[config.mk]
export PLATFORM = sky130hd
export DESIGN_NAME = rr_arbiter
export DESIGN_NICKNAME = d
export VERILOG_FILES = /design/src/rtl/rr_arbiter_pkg.sv /design/src/rtl/rr_arbiter_pick.sv /design/src/rtl/rr_arbiter.sv
export SDC_FILE = /design/constraint.sdc
export NUM_CORES = 1
export LEC_CHECK = 0
export ABC_AREA = 1
export CORE_MARGIN = 1.5
export CORE_UTILIZATION = 55
export DETAILED_ROUTE_END_ITERATION = 16
export PLACE_DENSITY = 0.86
export SLEW_MARGIN = 20
export SYNTH_ARGS = -nofsm -noshare
export SYNTH_HDL_FRONTEND = slang
export SYNTH_SLANG_ARGS = --single-unit
[constraint.sdc]
create_clock -name clk -period 3.3 [get_ports clk]
set_clock_uncertainty 0.2 [all_clocks]
set_input_delay 0.66 -clock clk [delete_from_list [all_inputs] [get_ports clk]]
set_output_delay 0.66 -clock clk [all_outputs]
set_load 0.02 [all_outputs]
[src/rtl/rr_arbiter_pkg.sv]
// Shared types and helpers for the round-robin arbiter.
// Optional lock feature is enabled with macro RR_ARBITER_LOCK_EN.
package rr_arbiter_pkg;

  typedef enum logic {
    IDLE  = 1'b0,
    OFFER = 1'b1
  } state_e;

  // Increment an index modulo the number of requesters.
  function automatic int wrap_inc(input int idx, input int width);
    return (idx + 1 >= width) ? 0 : idx + 1;
  endfunction

endpackage

[src/rtl/rr_arbiter_pick.sv]
// Combinational circular priority search: first set req bit at or after ptr,
// wrapping from WIDTH-1 back to 0.
module rr_pick #(
  parameter int SIZE  = 3,
  parameter int WIDTH = 1 << SIZE
) (
  input  logic [WIDTH-1:0] req,
  input  logic [SIZE-1:0]  ptr,
  output logic [SIZE-1:0]  idx,
  output logic             any
);

  int k;

  always_comb begin
    // NOTE: every output gets a default first so no path leaves it unassigned,
    // which would otherwise infer a latch.
    idx = '0;
    any = 1'b0;
    k   = 0;
    // Walk offsets from farthest to nearest so the nearest set bit wins last.
    for (int i = WIDTH - 1; i >= 0; i--) begin
      k = int'(ptr) + i;
      if (k >= WIDTH) k = k - WIDTH;
      if (req[k]) begin
        idx = SIZE'(k);
        any = 1'b1;
      end
    end
  end

endmodule

[src/rtl/rr_arbiter.sv]
// Round-robin arbiter with a registered valid/ready index offer.
// Define RR_ARBITER_LOCK_EN to add the lock input that pins the pointer on handshake.
module rr_arbiter
  import rr_arbiter_pkg::*;
#(
  parameter int SIZE  = 3,
  parameter int WIDTH = 1 << SIZE
) (
  input  logic             clk,
  input  logic             rst,
  input  logic [WIDTH-1:0] req,
  input  logic             out_ready,
`ifdef RR_ARBITER_LOCK_EN
  input  logic             lock,
`endif
  output logic             out_valid,
  output logic [SIZE-1:0]  out_idx
);

  state_e          state_q, state_d;
  logic [SIZE-1:0] ptr_q, ptr_d;
  logic [SIZE-1:0] out_idx_q, out_idx_d;

  logic            hs;
  logic            hold;
  logic [SIZE-1:0] inc_ptr;
  logic [SIZE-1:0] pick_ptr;
  logic [SIZE-1:0] pick_idx;
  logic            pick_any;
  logic [SIZE-1:0] pick_sel;

  always_comb begin
    hs      = (state_q == OFFER) && out_ready;
    inc_ptr = SIZE'(wrap_inc(int'(out_idx_q), WIDTH));
`ifdef RR_ARBITER_LOCK_EN
    hold    = hs && lock;
`else
    hold    = 1'b0;
`endif
    // A handshake moves the search start past the granted index unless locked.
    pick_ptr = (hs && !hold) ? inc_ptr : ptr_q;
  end

  rr_pick #(
    .SIZE  (SIZE),
    .WIDTH (WIDTH)
  ) u_pick (
    .req (req),
    .ptr (pick_ptr),
    .idx (pick_idx),
    .any (pick_any)
  );

  always_comb begin
    // A locked handshake re-grants the same requester if it is still asking.
    pick_sel  = (hold && req[out_idx_q]) ? out_idx_q : pick_idx;
    state_d   = state_q;
    ptr_d     = ptr_q;
    out_idx_d = out_idx_q;
    unique case (state_q)
      IDLE: begin
        if (pick_any) begin
          state_d   = OFFER;
          out_idx_d = pick_sel;
        end
      end
      OFFER: begin
        if (hs) begin
          ptr_d = pick_ptr;
          if (pick_any) begin
            out_idx_d = pick_sel;
          end else begin
            state_d = IDLE;
          end
        end
      end
      default: state_d = IDLE;
    endcase
  end

  always_ff @(posedge clk) begin
    // NOTE: sequential state uses non-blocking assignments so every flop
    // samples pre-edge values regardless of statement order.
    if (rst) begin
      state_q   <= IDLE;
      ptr_q     <= '0;
      out_idx_q <= '0;
    end else begin
      state_q   <= state_d;
      ptr_q     <= ptr_d;
      out_idx_q <= out_idx_d;
    end
  end

  assign out_valid = (state_q == OFFER);
  assign out_idx   = out_idx_q;

endmodule

==> key figures <==
Global routing
  • Initial antenna violation count: 0
  • First-pass GRT wire length: 4.55 mm
  • Largest net degree at the start of global routing: 14
  • Total grt overflow: 0
  • Vias in the first global route: 1084
  • Total GRT Usage: 28.7%

Outcome
  • Run status: finished clean

Critical path
  • Crit path max-delay family: simple AND/OR/NAND/NOR gates
  • Sum of buffers and inverters on the critical path: 4
  • Critical Path Sink Type: register
  • Critical path class: input port to register
  • Worst Path Arrival: 3.06 ns
  • CP max FO: 5
  • CP required: 3.26 ns
  • Crit start category: input port
  • Crit path cell chain: clkdlybuf4s50_1, nand2_2, nor2_2, nand2_2, nand2_4, inv_2, ha_1, inv_1, nand3_1, nand2_1, nand2_1, nand2_4, nor3_2, nand3_1, o21ai_2, inv_2, o21ai_1, a21oi_1
  • CP max stage cell: clkdlybuf4s50_1
  • CP max stage delay: 0.50 ns

Clocking
  • Clock sink count: 7
  • TritonCTS Buffers: 3
  • Clk pin slew, worst setup/hold paths: 0.06 ns
  • Worst-skew pair later-pin latency: 0.27 ns
  • Post-CTS Setup Inserts: 0
  • H-tree lvl count: 1
  • Root Buffer: clkbuf_4
  • # hold bufs at CTS: 0
  • CTS tree: built
  • CTS Buffer Depth: 2
  • # resized after CTS: 0

Drt
  • Met3 WL post-DR: 182 µm
  • DRC Markers: 0
  • TritonRoute pass-1 iters: 4
  • Via count: 1328
  • Met1 Wirelength: 1.36 mm
  • Post-route ant nets: 0
  • Total wire length: 3.05 mm
  • Vias per cell: 5.11
  • Detailed-route wire length per cell: 11.7 µm
  • Iteration-0 DRC Markers: 60
  • DR WL met2: 1.48 mm
  • Top layer in use: met4

Power
  • Total power: 812 µW
  • Pwr dens: 611 nW/µm²
  • Leakage Power: 0.763 nW
  • Worst IR Drop VDD: 436 µV

Synth
  • Syn_nets: 225
  • Prevailing post-synth register cell: dfxtp_1
  • Mapped Cells: 211
  • Ys async rst share: 0%
  • Seq cells post-synth: 7
  • Avg Cell Area, Syn: 5.24 µm²
  • Post-Syn Area: 1110 µm²
  • Yosys Warn Count: 0
  • Seq/Total Area, Yosys: 12.7%
  • EDFF count, synth: 0
  • Distinct cells, synth: 26

Timing
  • Max Clk Rate: 322 MHz
  • Unrepaired setup endpoints after global routing: false
  • Fin Hold WS: 0.313 ns
  • Tightest Pin Transition: 0.243 ns
  • Max-slew violation count: 0
  • Period utilisation layout: 94.0%
  • Hold Violations, Final: 0
  • Period minus WS final: 3.10 ns
  • Final setup vio count: 0
  • Slew margin rel.: 83.7%

Die
  • DIE WIDTH: 47.8 µm
  • Die Footprint: 2290 µm²
  • I/O pins: 15
  • Rows: 16
  • Die Ht: 47.8 µm
  • Starting Density: 57.6%
  • Area of the core: 1920 µm²

Cells and area
  • Most common cell after layout, fill and taps aside: nand2_1
  • Core Util, Final: 69.2%
  • Design area: 1330 µm²
  • Antenna diode count: 0
  • Most frequent cells in the layout: nand2_1 (88), nand3_1 (29), inv_1 (26)
  • Layout Nets: 248
  • Fill count: 191
  • Share of cells above drive strength 1: 16.7%
  • Area growth syn-to-layout: 20.2%

Place
  • DP HPWL: 2.50 mm
  • DP Area: 1300 µm²
  • Port Buffer Count: 14
  • GPL Wtd Cong: 1.07

Hold path
  • Type of the tightest min-delay check: register to register

Job
  • Max-cap violations: 0
cells by family after synthesis:
group,synth area share (%)
compound gates,10.4
simple gates,60.6
flops,12.7
fa+ha+maj,3.39
buf+inv,12.9
worst register-to-register path, cell delays in order, from the launching register on:
cell and delay (ns):
dfxtp_1 0.37, ha_1 0.31, inv_1 0.05, nor2_2 0.10, nand2_2 0.08, nand2_4 0.07
inv_2 0.04, ha_1 0.34, inv_1 0.09, nand3_1 0.08, nand2_1 0.08, nand2_1 0.13
nand2_4 0.08, nor3_2 0.17, nand3_1 0.15, o21ai_2 0.14, inv_2 0.06, o21ai_1 0.13
a21oi_1 0.05
path summary, 6_finish.rpt:
path | depth (start not counted) | slack [ns] | from | endpoint
worst max-delay path | 18 | 0.20 | out_ready | out_idx[2]$_SDFFE_PP0P_
worst max register to register | 18 | 0.47 | out_idx[0]$_SDFFE_PP0P_ | out_idx[2]$_SDFFE_PP0P_
worst min register to register | 2 | 0.31 | out_idx[1]$_SDFFE_PP0P_ | out_idx[1]$_SDFFE_PP0P_
worst min-delay path | 2 | 0.31 | out_idx[1]$_SDFFE_PP0P_ | out_idx[1]$_SDFFE_PP0P_
cell usage after synthesis (all sizes together), types with 2 or more instances:
cell	count	area, µm²
nor2	9	36.3
ha	3	37.5
nand3	29	145
o21bai	2	18.8
nand2	106	453
nor3	2	15.0
buf	3	30.0
a21oi	10	53.8
dfxtp	7	140
inv	30	113
o21ai	5	28.8
and2	2	15.0
cell type report:
type                       instances  area, µm²  share of cell area (%)
timing repair buffer              21        193                    14.5
multi-input combinational        171        823                    61.9
clock buffer                       3       22.5                    1.69
tap                               27       33.8                    2.54
inverter                          30        113                    8.47
clock inverter                     1       5.00                   0.376
sequential                         7        140                    10.5
per-stage QoR:
step	cells	setup TNS, ns	setup WS (ns)
after detailed placement	256	-0.0663	-0.0482
after global routing	260	0	0.00328
final	260	0	0.199
after floorplan	211	0	0.558
after CTS	260	0	0.221
after global placement	256	0	0.0170
power breakdown:
| group | internal, mW | switching, mW | total, mW |
|---|---|---|---|
| Sequential | 0.100 | 0.0191 | 0.119 |
| Combinational | 0.228 | 0.381 | 0.609 |
| Clock | 0.0447 | 0.0395 | 0.0842 |
| Total | 0.373 | 0.439 | 0.812 |
registers in the layout (all words and copies together) (netlist names):
name,count
out_valid,1
out_idx,3
ptr_q,3
per-layer routing:
metal  vias up  track usage, %
li1        703               -
met1       576            37.7
met4         0            7.03
met5         -               0
met3         3            5.66
met2        46            48.0
Note: power is estimated with default switching activity, not from simulation.
